--- src/rtl/pc_fetch_sequencer.sv ---
// Program-counter sequencer: fetches over req/ack, delivers to decode over valid/ready.
// Optional branch statistics counters are enabled with `define BRANCH_STATS_EN.
module pc_fetch_sequencer #(
  parameter int ADDR_W   = 16,
  parameter int DATA_W   = 16,
  parameter int RESET_PC = 0,
  parameter int PC_INC   = 1
) (
  input  logic              clk,
  input  logic              rst,
  output logic              imem_req,
  output logic [ADDR_W-1:0] imem_addr,
  input  logic              imem_ack,
  input  logic [DATA_W-1:0] imem_rdata,
  output logic              instr_valid,
  output logic [DATA_W-1:0] instr,
  output logic [ADDR_W-1:0] pc_out,
  input  logic              instr_ready,
  input  logic              br_valid,
  input  logic              br_take,
  input  logic [ADDR_W-1:0] br_offset,
  input  logic              jmp_valid,
  input  logic [ADDR_W-1:0] jmp_target
`ifdef BRANCH_STATS_EN
  ,
  output logic [15:0]       br_taken_cnt,
  output logic [15:0]       br_nt_cnt
`endif
);

  localparam logic [0:0] S_FETCH   = 1'b0;
  localparam logic [0:0] S_DELIVER = 1'b1;

  logic [0:0]        state_q, state_d;
  logic [ADDR_W-1:0] pc_q, pc_d;
  logic [DATA_W-1:0] instr_q, instr_d;
  logic [ADDR_W-1:0] seq_pc;
  logic [ADDR_W-1:0] next_pc;
  logic              accept;

  assign accept = (state_q == S_DELIVER) && instr_ready;
  assign seq_pc = pc_q + ADDR_W'(PC_INC);

  // Jump outranks a taken branch; all sums wrap modulo 2^ADDR_W.
  always_comb begin
    next_pc = seq_pc;
    if (jmp_valid) begin
      next_pc = jmp_target;
    end else if (br_valid && br_take) begin
      next_pc = seq_pc + br_offset;
    end
  end

  always_comb begin
    state_d = state_q;
    pc_d    = pc_q;
    instr_d = instr_q;
    case (state_q)
      S_FETCH: begin
        if (imem_ack) begin
          instr_d = imem_rdata;
          state_d = S_DELIVER;
        end
      end
      default: begin
        // A stray ack here is a protocol error and is deliberately ignored.
        if (accept) begin
          pc_d    = next_pc;
          state_d = S_FETCH;
        end
      end
    endcase
  end

  always_ff @(posedge clk) begin
    if (rst) begin
      state_q <= S_FETCH;
      pc_q    <= ADDR_W'(RESET_PC);
      instr_q <= '0;
    end else begin
      state_q <= state_d;
      pc_q    <= pc_d;
      instr_q <= instr_d;
    end
  end

  // Request is gated by reset so memory never sees a fetch during reset.
  assign imem_req    = (state_q == S_FETCH) && !rst;
  assign imem_addr   = pc_q;
  assign pc_out      = pc_q;
  assign instr       = instr_q;
  assign instr_valid = (state_q == S_DELIVER);

`ifdef BRANCH_STATS_EN
  logic [15:0] taken_cnt_q, taken_cnt_d;
  logic [15:0] nt_cnt_q, nt_cnt_d;

  always_comb begin
    taken_cnt_d = taken_cnt_q;
    nt_cnt_d    = nt_cnt_q;
    if (accept && br_valid && !jmp_valid) begin
      if (br_take && (taken_cnt_q != 16'hFFFF)) begin
        taken_cnt_d = taken_cnt_q + 16'd1;
      end
      if (!br_take && (nt_cnt_q != 16'hFFFF)) begin
        nt_cnt_d = nt_cnt_q + 16'd1;
      end
    end
  end

  always_ff @(posedge clk) begin
    if (rst) begin
      taken_cnt_q <= '0;
      nt_cnt_q    <= '0;
    end else begin
      taken_cnt_q <= taken_cnt_d;
      nt_cnt_q    <= nt_cnt_d;
    end
  end

  assign br_taken_cnt = taken_cnt_q;
  assign br_nt_cnt    = nt_cnt_q;
`endif

endmodule

--- config.mk ---
export PLATFORM = sky130hd
export DESIGN_NAME = pc_fetch_sequencer
export DESIGN_NICKNAME = d
export VERILOG_FILES = /design/src/rtl/pc_fetch_sequencer.sv
export SDC_FILE = /design/constraint.sdc
export NUM_CORES = 1
export LEC_CHECK = 0
export ABC_AREA = 1
export CORE_AREA = 2 2 83 85
export DETAILED_ROUTE_END_ITERATION = 12
export DIE_AREA = 0 0 85 87
export HOLD_SLACK_MARGIN = 0.15
export PLACE_DENSITY = 0.84
export RECOVER_POWER = 25
export SLEW_MARGIN = 20
export SYNTH_ARGS = -nofsm -noshare
export SYNTH_HDL_FRONTEND = slang
export SYNTH_SLANG_ARGS = --single-unit
--- constraint.sdc ---
create_clock -name clk -period 3.6 [get_ports clk]
set_clock_uncertainty 0.15 [all_clocks]
set_input_delay 0.36 -clock clk [delete_from_list [all_inputs] [get_ports clk]]
set_output_delay 0.36 -clock clk [all_outputs]
set_load 0.02 [all_outputs]
* Word-level counts from Yosys, hierarchy flattened
Cells that the tools add are included.
** Word-level totals
- Register bits after elaboration :: 33
- Bits in latches :: 0
- Bits in writable memories :: 0
- Memory bits (read-only) :: 0
- Logic and storage cells :: 17
- Memories kept :: 0
** Operators by class
- Add/subtract/negate cells :: 2
- Multiply operators :: 0
- Div/mod/pow operators :: 0
- Order comparisons :: 0
- Eq/ne operators :: 0
- Shifts and indexed selects :: 0
- Muxes and demuxes :: 5
- Bitwise gates (word level) :: 1
- Reduce and logical (&&, ||, !) cells :: 6
** Operators with widths (count)
- 2-to-1 mux 16 bit :: 2
- adder 16 x 1 -> 16 bit, second input constant :: 1
- adder 16 bit :: 1
- AND reduction 2 bit :: 2
- logical AND 1 bit :: 3
- 2-to-1 mux 1 bit :: 3
- zero test 1 bit :: 1
- inverter 1 bit :: 1

* Logic depth before layout (Yosys ltp)
Gate-level depths: netlist (run 1).
- Depth in word-level cells :: 4
- Depth in mapped cells :: 20
- Depth with buffers taken out :: 20

* Worst setup path after synthesis (run 1)
OpenSTA, ideal clock, no wires.
- Path type :: reg2reg
- From :: reg pc_q[1], in the netlist imem_addr[1]
- To :: reg pc_q[15], in the netlist imem_addr[15]
- Setup time :: 112 ps
- Arrival :: 2439 ps
- Required time :: 3338 ps
- Slack :: 899 ps
- Stages on the path, launching flop included :: 20
- Path buffers :: 0
- Period minus slack after synthesis :: 2701 ps
- Path through :: dfxtp_1 > ha_1 > nand3_2 > nor2_4 > nand2_2 > nor2_2 > nand2_1 > a21boi_0 > ha_1 > nand2_1 > inv_1 > nand2_1 > nor3_1 > nand2_1 > nand2_1 > nand3_1 > nand3_1 > nand2_1 > nand2_1 > nand2_1
** On the way
- Longest elaborated chain between the ends :: 4
** RTL lines
- start, declared :: line 35 : logic [ADDR_W-1:0] pc_q, pc_d;
- start signal, assigned :: line 78 : pc_q <= ADDR_W'(RESET_PC);
- start signal, assigned :: line 82 : pc_q <= pc_d;
- adder 16 x 1 -> 16 bit (*) :: line 42 : assign seq_pc = pc_q + ADDR_W'(PC_INC);
- adder 16 bit :: line 50 : next_pc = seq_pc + br_offset;
- 2-to-1 mux 16 bit (*) :: line 49 : end else if (br_valid && br_take) begin
- 2-to-1 mux 16 bit (*) :: line 47 : if (jmp_valid) begin
Every way passes the cells marked *; elsewhere a longest branch is shown, timed or not.
A chain may end at the register's enable or synchronous reset.

* Worst setup path in the final report (run 1)
- From :: reg pc_q[1], in the netlist imem_addr[1]
- To :: reg pc_q[7], in the netlist imem_addr[7]
Same word-level chain as after synthesis.

==> qor.txt, run 1 <==
Outcome -> completed
CTS Sinks -> 33
Power density over the cells -> 287 nW/um^2
Drt drc -> 0
Most common cell after layout, fill and taps aside -> nand2_1
Total CTS buffers -> 5
Initial core utilization -> 43.3%
Core area -> 6570 um^2
Antenna Nets Post-Route -> 0
Area Growth Syn to Fin -> 39.0%
Share of the synthesized area in the top cell type -> 23.2%
Die ar. -> 7400 um^2
Antenna diode count -> 0
Worst slew pin tran -> 765 ps
Worst slew margin -> 48.7%
Ranking of synthesized cells by area -> dfxtp_1 23%, nand2_1 16%, nor2_1 9.9%, ha_1 8.8%, inv_1 7.0%
Die X -> 85 um
CP endpoint -> imem_addr[7]
Area occupied by multi-input gates -> 1820 um^2
Synth Area per Inst -> 6.09 um^2
Number of library cell types mapped by synthesis -> 35
Crit path launch type -> register
Max Fclk -> 328 MHz
Die Span Y -> 87 um
Placed wire-length estimate -> 7120 um
Via density per instance -> 5.11
Clk pin slew, worst setup/hold paths -> 80 ps
Final nets -> 632
DRT Pass-1 Iters -> 4
Final Cycle Share -> 84.6%
Worst flop-to-flop path endpoint -> imem_addr[7]
Async SR Flop Fraction -> 0%
Post_cts resized -> 0
First DRT Iteration DRCs -> 132
Synthesized Nets -> 543
Hold Fails Final Rpt -> 0
Post-cts hold buffer count -> 0
FILL cells -> 630
Wire length per cell -> 14.1 um
# Post-CTS Setup Buffers -> 0
Setup TNS -> 0 ps
Via count -> 3252
Pins Over Slew Limit -> 0
Synth Flop Type -> dfxtp_1
Sequential-to-total area share from yosys stat -> 23.2%
Number of port buffers -> 104
Cell row count -> 30
RSZ-0062 raised after global routing -> no
Gate Count Post-Synth -> 467
Most frequent cells in the layout -> 125 x nand2_1, 94 x clkdlybuf4s50_1, 75 x nor2_1
Hold Crit Class -> register to register
Gpl congestion -> 0.958
Antenna violations before repair -> 0
Critical Path AT -> 3070 ps
Final WL -> 8960 um
Max FO, Critical Path -> 6
Worst setup path startpoint -> imem_addr[1]
Clock Path Buffers -> 2
CTS tree -> done
Max Cap Viol -> 0
# setup viols final -> 0
FF+latch count, synth -> 33
Maximum VDD drop -> 0.000326 V
Top Ports -> 105
Reg2reg start -> imem_addr[1]
Minimum clock period -> 3050 ps
Root Buffer -> clkbuf_8
YS warnings -> 0
Worst reg2reg setup slack -> 550 ps
GRT Util Overall -> 25.0%
Pleak -> 1.89 nW
Worst Reg-to-Reg Cells -> 14
H-tree depth -> 2
First-pass GRT wire length -> 14900 um
Worst Setup End Kind -> register
Worst-Skew Late Latency -> 290 ps
Setup Crit Path Kind -> register to register
Reg area -> 661 um^2
Largest area contributor in the netlist -> dfxtp_1
Req. time, crit path -> 3620 ps
Aggregate global routing overflow -> 0
Worst Hold Slack -> 363 ps
Vias in the first global route -> 3213
Number of enable flip-flop cells after synthesis -> 0
Mapped cell area -> 2840 um^2
Pin count of the biggest net entering global routing -> 27
Layout cells sized above 1 -> 4.31%
==> report_power, final <==
| group | leakage (nW) | total [W] | internal, W | switching [W] |
|---|---|---|---|---|
| combinational | 1.56 | 0.000358 | 0.000164 | 0.000194 |
| clock | 0.0543 | 0.000362 | 0.000207 | 0.000155 |
| sequential | 0.271 | 0.000412 | 0.000389 | 0.0000235 |
==> critical path, stage by stage, from the launching register on <==
cell      delay (ps)
dfxtp_1          460
ha_1             250
nand3_2          140
nor2_4           150
xor2_1           260
ha_1             330
nand2_1          130
inv_1             50
a21oi_1          130
nand2_1          140
or2_2            300
nand3_1           90
nand3_1          120
o211ai_1         130
nand2_1           90
==> routing by layer <==
| metal | vias to the layer above | track usage, % | share of wire [%] |
|---|---|---|---|
| li1 | 1650 | - | - |
| met1 | 1457 | 31.4 | 44 |
| met2 | 125 | 41.5 | 45 |
| met3 | 20 | 6.07 | 7.7 |
| met4 | 0 | 9.81 | 2.8 |
| met5 | - | 0 | 0 |
==> per-stage QoR <==
step / cells / utilization (%) / cell area (um^2) / setup slack [ps] / total power [W]
final: 637 / 60.2 / 3950 / 554 / 0.00113
after global routing: 637 / 60.2 / 3950 / 204 / 0.00119
after CTS: 637 / 60.3 / 3960 / 595 / 0.00114
after detailed placement: 629 / 58.5 / 3840 / 604 / 0.000780
after global placement: 629 / 58.5 / 3840 / 674 / 0.000775
after floorplan: 467 / - / 2840 / 899 / 0.000618
==> flip-flops by register name, indices dropped and copies added (netlist names) <==
name	count
imem_addr	16
instr	16
instr_valid	1
==> cell families after synthesis <==
group | count (synthesis) | synth area share [%]
buf+inv | 80 | 12.8
compound gates | 63 | 12.3
xor+xnor | 12 | 3.96
simple gates | 258 | 38.1
fa+ha+maj | 21 | 9.50
flops | 33 | 23.2
==> cells in the mapped netlist, types with 4 or more instances <==
cell type / instances
dfxtp_1: 33
nor2_1: 75
clkbuf_1: 6
ha_1: 20
nand3_1: 32
inv_1: 53
nor3_1: 6
buf_4: 17
xor2_1: 7
xnor2_1: 4
nand4_1: 5
a21oi_1: 17
o21ai_0: 31
nand2_1: 125
nand2_2: 4
==> cell type report <==
cell class	instances	area share (%)
flip-flops and latches	33	16.7
well taps	80	2.53
multi-input cells	354	46.0
clock buffers	5	1.74
repair buffers	106	26.5
clock inverters	3	1.17
inverters	56	5.32
==> worst min path at each step <==
stage | slack, ps | endpoint | cells past startpoint | startpoint
floorplan | 340 | instr_valid | 2 | imem_ack
global route | 390 | instr[2] | 2 | instr[2]
CTS | 370 | instr[3] | 2 | instr[3]
detailed placement | 350 | instr[3] | 2 | instr[3]
global placement | 330 | imem_addr[7] | 2 | imem_addr[7]
finish | 360 | instr[3] | 2 | instr[3]
No activity file was read; power rests on OpenSTA's default activity.
==> run 2: changes to the inputs <==
==> constraint.sdc (replaced) <==
create_clock -name clk -period 3.1 [get_ports clk]
set_clock_uncertainty 0.15 [all_clocks]
set_input_delay 0.31 -clock clk [delete_from_list [all_inputs] [get_ports clk]]
set_output_delay 0.31 -clock clk [all_outputs]
set_load 0.02 [all_outputs]
==> qor.txt, run 2 (synthesis gave the netlist of run 1 again) <==
First-pass GRT wire length -> 13900 um (-6.8%)
DRT Pass-1 Iters -> 4 (unchanged)
Hold Crit Class -> register to register
Most frequent cells in the layout -> 125 x nand2_1, 94 x clkdlybuf4s50_1, 75 x nor2_1
Seq pwr share -> 39.3% (+2.9 points)
Max FO, Critical Path -> 6 (unchanged)
Final Cycle Share -> 91.8% (+7.2 points)
Maximum VDD drop -> 0.000282 V (-14%)
Outcome -> completed
Post-cts hold buffer count -> 0 (unchanged)
Crit path launch type -> register
RSZ-0062 raised after global routing -> no
Max Fclk -> 351 MHz (+7.0%)
Vias in the first global route -> 3075 (-4.3%)
Final WL -> 8580 um (-4.3%)
# setup viols final -> 0 (unchanged)
Die Span Y -> 87 um (unchanged)
Minimum clock period -> 2850 ps (-200 ps)
Drt drc -> 0 (unchanged)
Number of port buffers -> 104 (unchanged)
Worst reg2reg setup slack -> 250 ps (-300 ps)
Total CTS buffers -> 5 (unchanged)
Core area -> 6570 um^2 (unchanged)
Net Sw Frac -> 33.6% (+0.69 points)
Pins Over Slew Limit -> 0 (unchanged)
Worst slew pin tran -> 973 ps (+208 ps)
Setup TNS -> 0 ps (unchanged)
Hold Fails Final Rpt -> 0 (unchanged)
H-tree depth -> 2 (unchanged)
Max Cap Viol -> 0 (unchanged)
Die X -> 85 um (unchanged)
GRT Util Overall -> 23.3% (-1.7 points)
Worst slew margin -> 34.9% (-14 points)
Antenna violations before repair -> 0 (unchanged)
Pleak -> 1.90 nW (+0.58%)
Top Ports -> 105 (unchanged)
Area Growth Syn to Fin -> 39.7%
Dpl cells -> 633 (+0.64%)
Comb pwr share -> 34.6% (+2.9 points)
Worst Reg-to-Reg Cells -> 16 (+2)
Aggregate global routing overflow -> 0 (unchanged)
Wire length per cell -> 13.4 um (-4.8%)
Worst Hold Slack -> 355 ps (-8.03 ps)
Hold EP -> instr[11]
Die ar. -> 7400 um^2 (unchanged)
Worst Hold Depth -> 2 (unchanged)
Final std cells w/o fill -> 641 (+0.63%)
Clock Path Buffers -> 2 (unchanged)
Critical Path AT -> 2880 ps (-190 ps)
Root Buffer -> clkbuf_8
Net Sw Power -> 0.000408 W (+9.6%)
Placed wire-length estimate -> 6880 um (-3.5%)
CTS Sinks -> 33 (unchanged)
Initial core utilization -> 43.3% (unchanged)
Layout cells sized above 1 -> 5.53% (+1.2 points)
Setup Crit Path Kind -> register to register
Reg2reg start -> imem_addr[1]
Antenna diode count -> 0 (unchanged)
Clock power share -> 26.1% (-5.8 points)
Most common cell after layout, fill and taps aside -> nand2_1
Via count -> 3256 (+0.12%)
P_int -> 0.000808 W (+6.3%)
Pin count of the biggest net entering global routing -> 25 (-7.4%)
First DRT Iteration DRCs -> 166 (+26%)
Clk pin slew, worst setup/hold paths -> 70 ps (about the same)
Cell row count -> 30 (unchanged)
Power density over the cells -> 306 nW/um^2 (+6.8%)
CTS tree -> done
Worst Hold Launch -> instr[11]
Worst flop-to-flop path endpoint -> imem_addr[12]
Req. time, crit path -> 3130 ps (-490 ps)
Antenna Nets Post-Route -> 0 (unchanged)
Gpl congestion -> 0.990 (+3.3%)
Via density per instance -> 5.08 (-0.50%)
Worst Setup End Kind -> register
Worst-Skew Late Latency -> 290 ps (about the same)
Final nets -> 636 (+0.63%)
run 2: worst max-delay path by stage:
stage / slack, ps / endpoint / start / cells past startpoint
detailed placement: 60 / imem_addr[12] / imem_addr[1] / 16
CTS: 60 / imem_addr[12] / imem_addr[1] / 16
global route: 40 / imem_addr[15] / imem_addr[1] / 19
finish: 250 / imem_addr[12] / imem_addr[1] / 16
global placement: 160 / imem_addr[15] / imem_addr[1] / 20
floorplan: 400 / imem_addr[15] / imem_addr[1] / 19
run 2: cell type report:
class	instances	area (um^2)
repair buffers	110	1080
inverters	56	210
fillers	591	2590
multi-input cells	354	1840
flip-flops and latches	33	663
clock buffers	8	80.1
well taps	80	100
run 2: what timing repair did:
action,in CTS,in global routing
gates resized for setup,0,6
setup buffers,0,0
endpoints found under the setup margin,0,5
run 2: power by group through the flow:
stage               Clock, W  Combinational (W)  Sequential, W
floorplan                  0           0.000201       0.000517
global placement           0           0.000417       0.000485
detailed placement         0           0.000419       0.000487
CTS                 0.000325           0.000422       0.000478
global route        0.000340           0.000462       0.000481
finish              0.000317           0.000420       0.000478
run 2: stage by stage:
| step | util, % | power, W | setup slack (ps) | cell area, um^2 |
|---|---|---|---|---|
| after floorplan | - | 0.000717 | 399 | 2840 |
| after global placement | 59.0 | 0.000902 | 156 | 3870 |
| after detailed placement | 59.0 | 0.000906 | 63.6 | 3870 |
| after CTS | 60.2 | 0.00123 | 55.2 | 3960 |
| after global routing | 60.5 | 0.00128 | 43.9 | 3970 |
| final | 60.5 | 0.00122 | 255 | 3970 |
run 2: metal layers:
| metal | wire, um | track usage (%) | up-vias |
|---|---|---|---|
| li1 | - | - | 1660 |
| met1 | 3760 | 28.8 | 1449 |
| met2 | 3950 | 38.8 | 132 |
| met3 | 714 | 5.78 | 15 |
| met4 | 161 | 10.1 | 0 |
| met5 | 0 | 0 | - |
run 2: worst max-delay path, cell delays in order (launching register included):
cell and delay (ps):
dfxtp_2 390, ha_1 220, nand3_2 150, nor2_4 160, nand2_2 60, nor2_2 150
nand2_1 120, a21boi_2 230, ha_4 250, nand2_1 120, inv_1 50, a21boi_0 240
nand4_1 130, nand3_1 130, nand3_1 80, nand2_1 70, nand2_1 50
==> run 3: changes to the inputs <==
--- a/config.mk
+++ b/config.mk
@@ -12,6 +12,7 @@
 export HOLD_SLACK_MARGIN = 0.15
 export PLACE_DENSITY = 0.84
 export RECOVER_POWER = 25
+export SKIP_CTS_REPAIR_TIMING = 1
 export SLEW_MARGIN = 20
 export SYNTH_ARGS = -nofsm -noshare
 export SYNTH_HDL_FRONTEND = slang
==> results of run 3 <==
Same layout as run 2: the final DEF is identical, and so are final timing and power.
==> RTL edit, RTL diff (settings of run 1) <==
The parameter `DATA_W` goes from 16 to 32.
--- a/src/rtl/pc_fetch_sequencer.sv
+++ b/src/rtl/pc_fetch_sequencer.sv
@@ -3,5 +3,5 @@
 module pc_fetch_sequencer #(
   parameter int ADDR_W   = 16,
-  parameter int DATA_W   = 16,
+  parameter int DATA_W   = 32,
   parameter int RESET_PC = 0,
   parameter int PC_INC   = 1
Interface: changed (resized imem_rdata and instr); port bits go from 105 to 137. No check against the original RTL was run, so the function may have changed too.
==> RTL edit against run 1 <==
Total power is 30% higher; final area up 22%; sequential cell count up 16; synthesized area increased by 20%; routed wire length grew 21%; non-clock buffer count increased by 32; setup slack lost 0.052 ns; clock power is 15% higher; largest power group unchanged; highest routed layer unchanged.
==> RTL edit: results (changes against run 1) <==
pre-CTS WS 0.594 ns (-0.00965 ns); overall routing resource usage 29.0% (+4.0 points); share of cells above drive strength 1 4.12% (-0.19 points); internal power 0.000996 W (+31%); CTS clk-pin slew, worst paths 0.10 ns (+0.02 ns); Tcrit/Tclk final 86.1% (+1.4 points); Yosys cell types 37 (+5.7%); WP data arrival 3.16 ns (+0.09 ns); via count 3892 (+20%); drt total wl 10800 um (+21%); Post-CTS Setup Bufs 0 (unchanged); Clock Latency Late Sink 0.31 ns (+0.02 ns); first-pass GRT wire length 17200 um (+15%); Worst VDD drop 0.233 mV (-29%); n_diodes 0 (unchanged); post-placement cell area 4700 sq um (+22%); Final HPWL DP 8240 um (+16%); P_clk 0.000417 W (+15%); Seq/Total Area, Yosys 28.9% (+5.6 points); worst slew pin tran 0.967 ns (+0.202 ns); layout net count 746 (+18%); max FFs per register 32; number of global-route vias before repair 3710 (+15%); Port Buffers 136 (+31%); largest net degree at the start of global routing 33 (+22%); register-to-register setup slack 0.50 ns (-0.05 ns); r2r startpoint imem_addr[1]$_SDFFE_PP0P_; CTS Buffer Depth 2 (unchanged); type of origin of the critical path flop; DRT Pass-1 Iters 5 (+1); Power Dens Cells 306 nW/um^2 (+6.8%); syn nets 632 (+16%); run status finished, final reports clean; GPL Wtd Cong 0.957 (-0.10%); PostCTS Resize Cnt 0 (unchanged); initial drt markers 206 (+56%); R2R depth 16 (+2); FFs w/ async S/R, synth 0% (unchanged); Synth top cells by count nand2_1 (132), nor2_1 (111), inv_1 (54); Hold Path End instr[8]$_SDFFE_PP0P_; Comb power 0.000446 W (+25%); Worst Hold Launch instr[8]$_SDFFE_PP0P_; TritonCTS Buffers 5 (unchanged); Leakage 2.33 nW (+24%); top area cells in the synthesized netlist dfxtp_1 (29%), nand2_1 (15%), nor2_1 (12%)
-- RTL edit: kinds of logic (layout without fill, tap and decap cells) --
family	count (synthesis)	count (layout)	share of synthesized area (%)
AO/OA/AOI/OAI	76	76	12.1
AND/OR/NAND/NOR	296	296	36.3
XOR/XNOR	11	11	3.28
adder cells (fa/ha/maj)	21	21	7.95
buffers and inverters	87	202	11.5
flip-flops	49	49	28.9
-- RTL edit: cell type report --
cell class | count | area (sq um)
fill | 517 | 1760
clock inverter | 3 | 43.8
clock buffer | 5 | 68.8
timing repair buffer | 138 | 1380
inverter | 56 | 210
multi-input combinational | 404 | 2030
sequential | 49 | 981
tap | 80 | 100
-- RTL edit: critical path: stages, from the launching register on --
cell,delay [ns]
dfxtp_1,0.47
ha_1,0.22
nand2_1,0.05
inv_1,0.09
nand2_2,0.10
nor2_2,0.17
xor2_1,0.32
ha_1,0.34
nand2_1,0.13
inv_1,0.05
a21oi_1,0.13
nand2_1,0.12
or2_2,0.28
nand3_1,0.09
nand3_1,0.09
o211ai_1,0.13
nand2_1,0.07
-- RTL edit: metrics by stage --
step / std cells / hold slack, ns
6_report: 735 / 0.372
5_1_grt: 735 / 0.397
4_1_cts: 735 / 0.373
3_5_place_dp: 727 / 0.346
3_3_place_gp: 727 / 0.340
2_1_floorplan: 540 / 0.339
-- RTL edit: routing by layer --
| metal | vias to the layer above | wire length, um | GRT usage [%] | part of all wire (%) |
|---|---|---|---|---|
| met5 | - | 0 | 0 | 0 |
| met3 | 18 | 982 | 9.38 | 9.1 |
| met1 | 1774 | 4180 | 31.6 | 39 |
| li1 | 1924 | - | - | - |
| met4 | 0 | 278 | 10.7 | 2.6 |
| met2 | 176 | 5370 | 52.7 | 50 |
